<file path="src/rtl/apb_cmd_sequencer.sv">
// rtl/apb_cmd_sequencer.sv - APB master that executes WRITE/READ/POLL/WAIT commands
//
// Takes one command at a time from a valid/ready command port and turns it into
// APB transfers toward the configuration register bank.
//
// Ports:
//   clk, reset            clock, synchronous active-high reset
//   cmd_valid/cmd_ready   command handshake (ready only while idle and not in reset)
//   cmd_op                00 WRITE, 01 READ, 10 POLL, 11 WAIT
//   cmd_addr              register address (unused for WAIT)
//   cmd_data              WRITE data / POLL bit mask / WAIT cycle count
//   rsp_valid             one-cycle completion pulse
//   rsp_data              last read data (READ/POLL), 0 for WRITE/WAIT/timeout
//   rsp_err               timeout or poll exhausted, qualified by rsp_valid
//   busy                  sequencer not idle
//   PADDR..PREADY         APB master interface
module apb_cmd_sequencer #(
    parameter int ADDR_W    = 8,
    parameter int DATA_W    = 32,
    parameter int TIMEOUT   = 16,
    parameter int MAX_POLLS = 1024,
    parameter int POLL_GAP  = 4
) (
    input  logic              clk,
    input  logic              reset,
    input  logic              cmd_valid,
    output logic              cmd_ready,
    input  logic [1:0]        cmd_op,
    input  logic [ADDR_W-1:0] cmd_addr,
    input  logic [DATA_W-1:0] cmd_data,
    output logic              rsp_valid,
    output logic [DATA_W-1:0] rsp_data,
    output logic              rsp_err,
    output logic              busy,
    output logic [ADDR_W-1:0] PADDR,
    output logic              PWRITE,
    output logic              PSEL,
    output logic              PENABLE,
    output logic [DATA_W-1:0] PWDATA,
    input  logic [DATA_W-1:0] PRDATA,
    input  logic              PREADY
);

    localparam logic [1:0] OP_WRITE = 2'b00;
    localparam logic [1:0] OP_READ  = 2'b01;
    localparam logic [1:0] OP_POLL  = 2'b10;
    localparam logic [1:0] OP_WAIT  = 2'b11;

    // Degenerate parameter values are clamped to one cycle / one poll so the
    // counters always have a meaningful terminal value.
    localparam int TMO_CYC  = (TIMEOUT   < 1) ? 1 : TIMEOUT;
    localparam int POLL_CYC = (MAX_POLLS < 1) ? 1 : MAX_POLLS;
    localparam int GAP_CYC  = (POLL_GAP  < 1) ? 1 : POLL_GAP;
    localparam int TMO_W    = $clog2(TMO_CYC + 1);
    localparam int POLL_W   = $clog2(POLL_CYC + 1);
    localparam int GAP_W    = $clog2(GAP_CYC + 1);

    localparam logic [TMO_W-1:0]  TMO_LAST  = TMO_W'(TMO_CYC - 1);
    localparam logic [POLL_W-1:0] POLL_LAST = POLL_W'(POLL_CYC - 1);
    localparam logic [GAP_W-1:0]  GAP_INIT  = GAP_W'(GAP_CYC);

    typedef enum logic [2:0] {
        ST_IDLE,
        ST_SETUP,
        ST_ACCESS,
        ST_GAP,
        ST_WAIT,
        ST_RESP
    } state_t;

    state_t              state_q,    state_d;
    logic [1:0]          op_q,       op_d;
    logic [DATA_W-1:0]   data_q,     data_d;
    logic [TMO_W-1:0]    tmo_cnt_q,  tmo_cnt_d;
    logic [POLL_W-1:0]   poll_cnt_q, poll_cnt_d;
    logic [GAP_W-1:0]    gap_cnt_q,  gap_cnt_d;
    logic [DATA_W-1:0]   wait_cnt_q, wait_cnt_d;

    logic                psel_q,     psel_d;
    logic                penable_q,  penable_d;
    logic                pwrite_q,   pwrite_d;
    logic [ADDR_W-1:0]   paddr_q,    paddr_d;
    logic [DATA_W-1:0]   pwdata_q,   pwdata_d;

    logic                rsp_valid_q, rsp_valid_d;
    logic                rsp_err_q,   rsp_err_d;
    logic [DATA_W-1:0]   rsp_data_q,  rsp_data_d;
    logic                busy_q,      busy_d;

    assign cmd_ready = (state_q == ST_IDLE) & ~reset;

    assign PSEL      = psel_q;
    assign PENABLE   = penable_q;
    assign PWRITE    = pwrite_q;
    assign PADDR     = paddr_q;
    assign PWDATA    = pwdata_q;
    assign rsp_valid = rsp_valid_q;
    assign rsp_err   = rsp_err_q;
    assign rsp_data  = rsp_data_q;
    assign busy      = busy_q;

    // All outputs are registered, so every output flop is loaded with the
    // value belonging to the state being entered (state_d), not state_q.
    always_comb begin
        state_d    = state_q;
        op_d       = op_q;
        data_d     = data_q;
        tmo_cnt_d  = tmo_cnt_q;
        poll_cnt_d = poll_cnt_q;
        gap_cnt_d  = gap_cnt_q;
        wait_cnt_d = wait_cnt_q;
        psel_d     = psel_q;
        penable_d  = penable_q;
        pwrite_d   = pwrite_q;
        paddr_d    = paddr_q;
        pwdata_d   = pwdata_q;
        rsp_data_d = rsp_data_q;
        rsp_err_d  = 1'b0;

        case (state_q)
            ST_IDLE: begin
                if (cmd_valid && cmd_ready) begin
                    op_d       = cmd_op;
                    data_d     = cmd_data;
                    tmo_cnt_d  = '0;
                    poll_cnt_d = '0;
                    if (cmd_op == OP_WAIT) begin
                        state_d    = ST_WAIT;
                        // A zero count still spends one cycle in WAIT.
                        wait_cnt_d = (cmd_data == '0) ? DATA_W'(1) : cmd_data;
                    end else begin
                        state_d   = ST_SETUP;
                        psel_d    = 1'b1;
                        penable_d = 1'b0;
                        paddr_d   = cmd_addr;
                        pwrite_d  = (cmd_op == OP_WRITE);
                        pwdata_d  = (cmd_op == OP_WRITE) ? cmd_data : '0;
                    end
                end
            end

            ST_SETUP: begin
                state_d   = ST_ACCESS;
                penable_d = 1'b1;
                tmo_cnt_d = '0;
            end

            ST_ACCESS: begin
                if (PREADY) begin
                    psel_d    = 1'b0;
                    penable_d = 1'b0;
                    case (op_q)
                        OP_WRITE: begin
                            state_d    = ST_RESP;
                            rsp_data_d = '0;
                        end
                        OP_READ: begin
                            state_d    = ST_RESP;
                            rsp_data_d = PRDATA;
                        end
                        OP_POLL: begin
                            if ((PRDATA & data_q) != '0) begin
                                state_d    = ST_RESP;
                                rsp_data_d = PRDATA;
                            end else begin
                                poll_cnt_d = poll_cnt_q + POLL_W'(1);
                                if (poll_cnt_q >= POLL_LAST) begin
                                    state_d    = ST_RESP;
                                    rsp_err_d  = 1'b1;
                                    rsp_data_d = PRDATA;
                                end else begin
                                    state_d   = ST_GAP;
                                    gap_cnt_d = GAP_INIT;
                                end
                            end
                        end
                        default: begin
                            state_d    = ST_RESP;
                            rsp_data_d = '0;
                        end
                    endcase
                end else begin
                    tmo_cnt_d = tmo_cnt_q + TMO_W'(1);
                    // Abort on the last allowed stalled ACCESS cycle.
                    if (tmo_cnt_q >= TMO_LAST) begin
                        state_d    = ST_RESP;
                        rsp_err_d  = 1'b1;
                        rsp_data_d = '0;
                        psel_d     = 1'b0;
                        penable_d  = 1'b0;
                    end
                end
            end

            ST_GAP: begin
                // PADDR/PWRITE/PWDATA still hold the poll read setup values.
                if (gap_cnt_q <= GAP_W'(1)) begin
                    state_d   = ST_SETUP;
                    psel_d    = 1'b1;
                    penable_d = 1'b0;
                end else begin
                    gap_cnt_d = gap_cnt_q - GAP_W'(1);
                end
            end

            ST_WAIT: begin
                if (wait_cnt_q <= DATA_W'(1)) begin
                    state_d    = ST_RESP;
                    rsp_data_d = '0;
                end else begin
                    wait_cnt_d = wait_cnt_q - DATA_W'(1);
                end
            end

            ST_RESP: begin
                state_d = ST_IDLE;
            end

            default: begin
                state_d = ST_IDLE;
            end
        endcase

        rsp_valid_d = (state_d == ST_RESP);
        busy_d      = (state_d != ST_IDLE);
    end

    always_ff @(posedge clk) begin
        if (reset) begin
            state_q     <= ST_IDLE;
            op_q        <= '0;
            data_q      <= '0;
            tmo_cnt_q   <= '0;
            poll_cnt_q  <= '0;
            gap_cnt_q   <= '0;
            wait_cnt_q  <= '0;
            psel_q      <= 1'b0;
            penable_q   <= 1'b0;
            pwrite_q    <= 1'b0;
            paddr_q     <= '0;
            pwdata_q    <= '0;
            rsp_valid_q <= 1'b0;
            rsp_err_q   <= 1'b0;
            rsp_data_q  <= '0;
            busy_q      <= 1'b0;
        end else begin
            state_q     <= state_d;
            op_q        <= op_d;
            data_q      <= data_d;
            tmo_cnt_q   <= tmo_cnt_d;
            poll_cnt_q  <= poll_cnt_d;
            gap_cnt_q   <= gap_cnt_d;
            wait_cnt_q  <= wait_cnt_d;
            psel_q      <= psel_d;
            penable_q   <= penable_d;
            pwrite_q    <= pwrite_d;
            paddr_q     <= paddr_d;
            pwdata_q    <= pwdata_d;
            rsp_valid_q <= rsp_valid_d;
            rsp_err_q   <= rsp_err_d;
            rsp_data_q  <= rsp_data_d;
            busy_q      <= busy_d;
        end
    end

endmodule

</file>
<file path="config.mk">
export PLATFORM = sky130hd
export DESIGN_NAME = apb_cmd_sequencer
export DESIGN_NICKNAME = d
export VERILOG_FILES = /design/src/rtl/apb_cmd_sequencer.sv
export SDC_FILE = /design/constraint.sdc
export NUM_CORES = 1
export LEC_CHECK = 0
export CELL_PAD_IN_SITES_DETAIL_PLACEMENT = 0
export CELL_PAD_IN_SITES_GLOBAL_PLACEMENT = 1
export CORE_MARGIN = 4
export CORE_UTILIZATION = 30
export CTS_CLUSTER_SIZE = 20
export DETAILED_ROUTE_END_ITERATION = 7
export GPL_ROUTABILITY_DRIVEN = 0
export PLACE_DENSITY_LB_ADDON = 0.1
export SLEW_MARGIN = 20
export SYNTH_ARGS = -nofsm -noshare
export SYNTH_HDL_FRONTEND = slang
export SYNTH_SLANG_ARGS = --single-unit
</file>
<file path="constraint.sdc">
create_clock -name clk -period 7.6 [get_ports clk]
set_clock_uncertainty 0.15 [all_clocks]
set_input_delay 1.52 -clock clk [delete_from_list [all_inputs] [get_ports clk]]
set_output_delay 1.52 -clock clk [all_outputs]
set_load 0.03 [all_outputs]
</file>
==> results.sh <==
export IMPL_status="finished, final reports clean"
export IMPL_start_kind="input pin"
export IMPL_clk_latency_ns=0.44
export IMPL_vias=7275
export IMPL_final_util_pct=39.95
export IMPL_synth_edff_count=0
export IMPL_max_stage_delay_ns=0.73
export IMPL_route_detailed_drc=0
export IMPL_yosysWarnings=0
export IMPL_post_drt_via_cell_ratio=5.295
export IMPL_crit_path_end_kind="primary output"
export IMPL_worst_ep_arrival_time_ns=2.86
export IMPL_syn_to_final_growth_pct=31.53
export IMPL_layout_commonest_cell="dfxtp_1"
export IMPL_finalNetCount=1117
export IMPL_wirelength_um=26960
export IMPL_hold_path_startpoint="PADDR[1]"
export IMPL_initial_core_util_pct=30.37
export IMPL_synth_area_per_cell_um2=8.353
export IMPL_fin_crit_ns=4.529
export IMPL_path_max_fanout=57
export IMPL_grt_total_usage_pct=18.87
export IMPL_io_buffers=156
export IMPL_fill_cells=2614
export IMPL_synthArstFlopShare_pct=0
export IMPL_hold_path_class="flop to flop"
export IMPL_ys_seq_elements=166
export IMPL_ys_types=65
export IMPL_crit_path_start="reset"
export IMPL_grt_overflow=0
export IMPL_reg2reg_slack_ns=4.24
export IMPL_syn_area_um2=7626
export IMPL_grt_max_degree=71
export IMPL_first_pass_iters=7
export IMPL_power_leakage_uw=0.003528
export IMPL_hpwl_um=18610
export IMPL_ys_dominant_reg_cell="dfxtp_1"
export IMPL_diodes=0
export IMPL_fin_tns_setup_ns=0
export IMPL_required_ns=5.93
export IMPL_die_w_um=167.4
export IMPL_clockBufferDepth=2
export IMPL_cts_made_buffers=17
export IMPL_hold_violations=0
export IMPL_yosysSeqAreaShare_pct=43.58
export IMPL_maxSlewHeadroom_pct=37.15
export IMPL_critPathKind="input pin to primary output"
export IMPL_fmax_mhz=220.8
export IMPL_slowest_stage="clkdlybuf4s50_1"
export IMPL_grt_pass1_wl_um=42260
export IMPL_irDropWorstVdd_uv=123.3
export IMPL_cts_tree="built"
export IMPL_ioPinCount=157
export IMPL_reg2reg_from="wait_cnt_q[9]"
export IMPL_grt_pass1_vias=6956
export IMPL_hold_slack_ns=0.3093
export IMPL_finalSetupViolCount=0
export IMPL_post_cts_buffers=0
export IMPL_dieArea_um2=28030
export IMPL_cts_htree_levels=4
export IMPL_ant_nets=0
export IMPL_slew_violations=0
export IMPL_rsz0062_at_grt="false"
export IMPL_wire_per_inst_um=19.62
export IMPL_antenna_found_initial=0
export IMPL_ctsRootBufferMaster="clkbuf_16"
export IMPL_layout_common_cells="dfxtp_1 (166), clkdlybuf4s50_1 (155), nand2_1 (81)"
export IMPL_path_cells="buf_4 > nor4_1 > clkdlybuf4s50_1"
export IMPL_initialDrtViolationCount=620
export IMPL_synth_nets=999
export IMPL_core_um2=25110
export IMPL_maxCapViolations=0
export IMPL_p_per_area_nw_per_um2=225.2
export IMPL_rows=58
export IMPL_clk_pin_slew_ns=0.08
export IMPL_fp_dieH_um=167.4
export IMPL_post_cts_resize_count=0
export IMPL_drive_above_1_share_pct=7.471
export IMPL_cp_num_buf_inv=2
export IMPL_worst_pin_slew_ns=0.9355
export IMPL_postCtsHoldBufs=0
export IMPL_cts_sinks=166
export IMPL_post_route_period_util_pct=59.60
export IMPL_synthCells=913
export IMPL_crit_family="buffers and inverters"
-- worst min-delay path, stage by stage, from the launching register on --
cell     delay [ns]
dfxtp_1        0.31
nand2_1        0.05
a21oi_1        0.05
-- power by group --
group          switching [µW]  internal [µW]
Sequential               32.2            908
Clock                     433            474
Combinational             261            151
-- area by class of cell --
type	instances	area (µm²)	area share [%]
Tap cell	330	412.9	4.116
Timing Repair Buffer	171	1672	16.66
Clock inverter	15	185.2	1.846
Sequential cell	166	3323	33.13
Inverter	43	161.4	1.609
Multi-Input combinational cell	632	3851	38.39
Clock buffer	17	425.4	4.241
-- Yosys cell counts (7+ instances only) --
master | instances | area (µm²)
a21oi_1 | 63 | 315.3
a22o_1 | 34 | 297.8
a22oi_1 | 42 | 315.3
a31o_2 | 12 | 105.1
and2_1 | 12 | 75.07
and3_1 | 15 | 93.84
buf_2 | 10 | 50.05
clkbuf_1 | 53 | 198.9
dfxtp_1 | 166 | 3323
ha_1 | 8 | 100.1
inv_1 | 42 | 157.7
nand2_1 | 83 | 311.6
nand3_1 | 49 | 245.2
nand4_1 | 23 | 143.9
nor2_1 | 75 | 281.5
nor3_1 | 25 | 125.1
nor4_1 | 15 | 93.84
o21ai_0 | 34 | 170.2
o31ai_1 | 7 | 52.55
o32ai_1 | 33 | 289.0
or3_1 | 11 | 68.82
-- path summary, 6_finish.rpt --
| check | to | depth (start not counted) |
|---|---|---|
| max | cmd_ready | 3 |
| min | PADDR[1] | 2 |
| max reg2reg | rsp_data[21] | 8 |
| min reg2reg | PADDR[1] | 2 |
-- routing by layer --
layer	part of all wire [%]	up-vias	wire length [µm]	track usage [%]
met1	52	3459	13900	28.88
li1	-	3626	-	-
met3	4.3	15	1166	3.234
met5	0	-	0	0
met2	43	175	11700	27.78
met4	0.73	0	196	3.952
-- through the flow --
stage | area [µm²] | std cells | total power [µW] | worst slack (ns)
2_1_floorplan | 7626 | 913 | 1211 | 2.917
3_3_place_gp | 9412 | 1342 | 1377 | 2.651
3_5_place_dp | 9414 | 1342 | 1372 | 2.610
4_1_cts | 10020 | 1374 | 2277 | 3.037
5_1_grt | 10030 | 1374 | 2356 | 2.869
6_report | 10030 | 1374 | 2259 | 3.071
-- cells by family after synthesis --
| family | count (synthesis) | share of synthesized area [%] |
|---|---|---|
| simple gates | 342 | 22.53 |
| compound gates | 276 | 25.48 |
| flops | 166 | 43.58 |
| buf+inv | 115 | 6.316 |
| fa+ha+maj | 8 | 1.313 |
| mux | 5 | 0.6727 |
| xor+xnor | 1 | 0.1149 |
-- state kept, by name, indices dropped and copies added, names as in the netlist --
| register | count |
|---|---|
| PADDR | 8 |
| rsp_err | 1 |
| gap_cnt_q | 3 |
| wait_cnt_q | 32 |
| rsp_valid | 1 |
| busy | 1 |
| PWDATA | 32 |
| rsp_data | 32 |
| PENABLE | 1 |
| state_q | 3 |
| op_q | 2 |
| tmo_cnt_q | 5 |
| PWRITE | 1 |
| data_q | 32 |
| poll_cnt_q | 11 |
| PSEL | 1 |
Power figures use the tool's default switching activity.
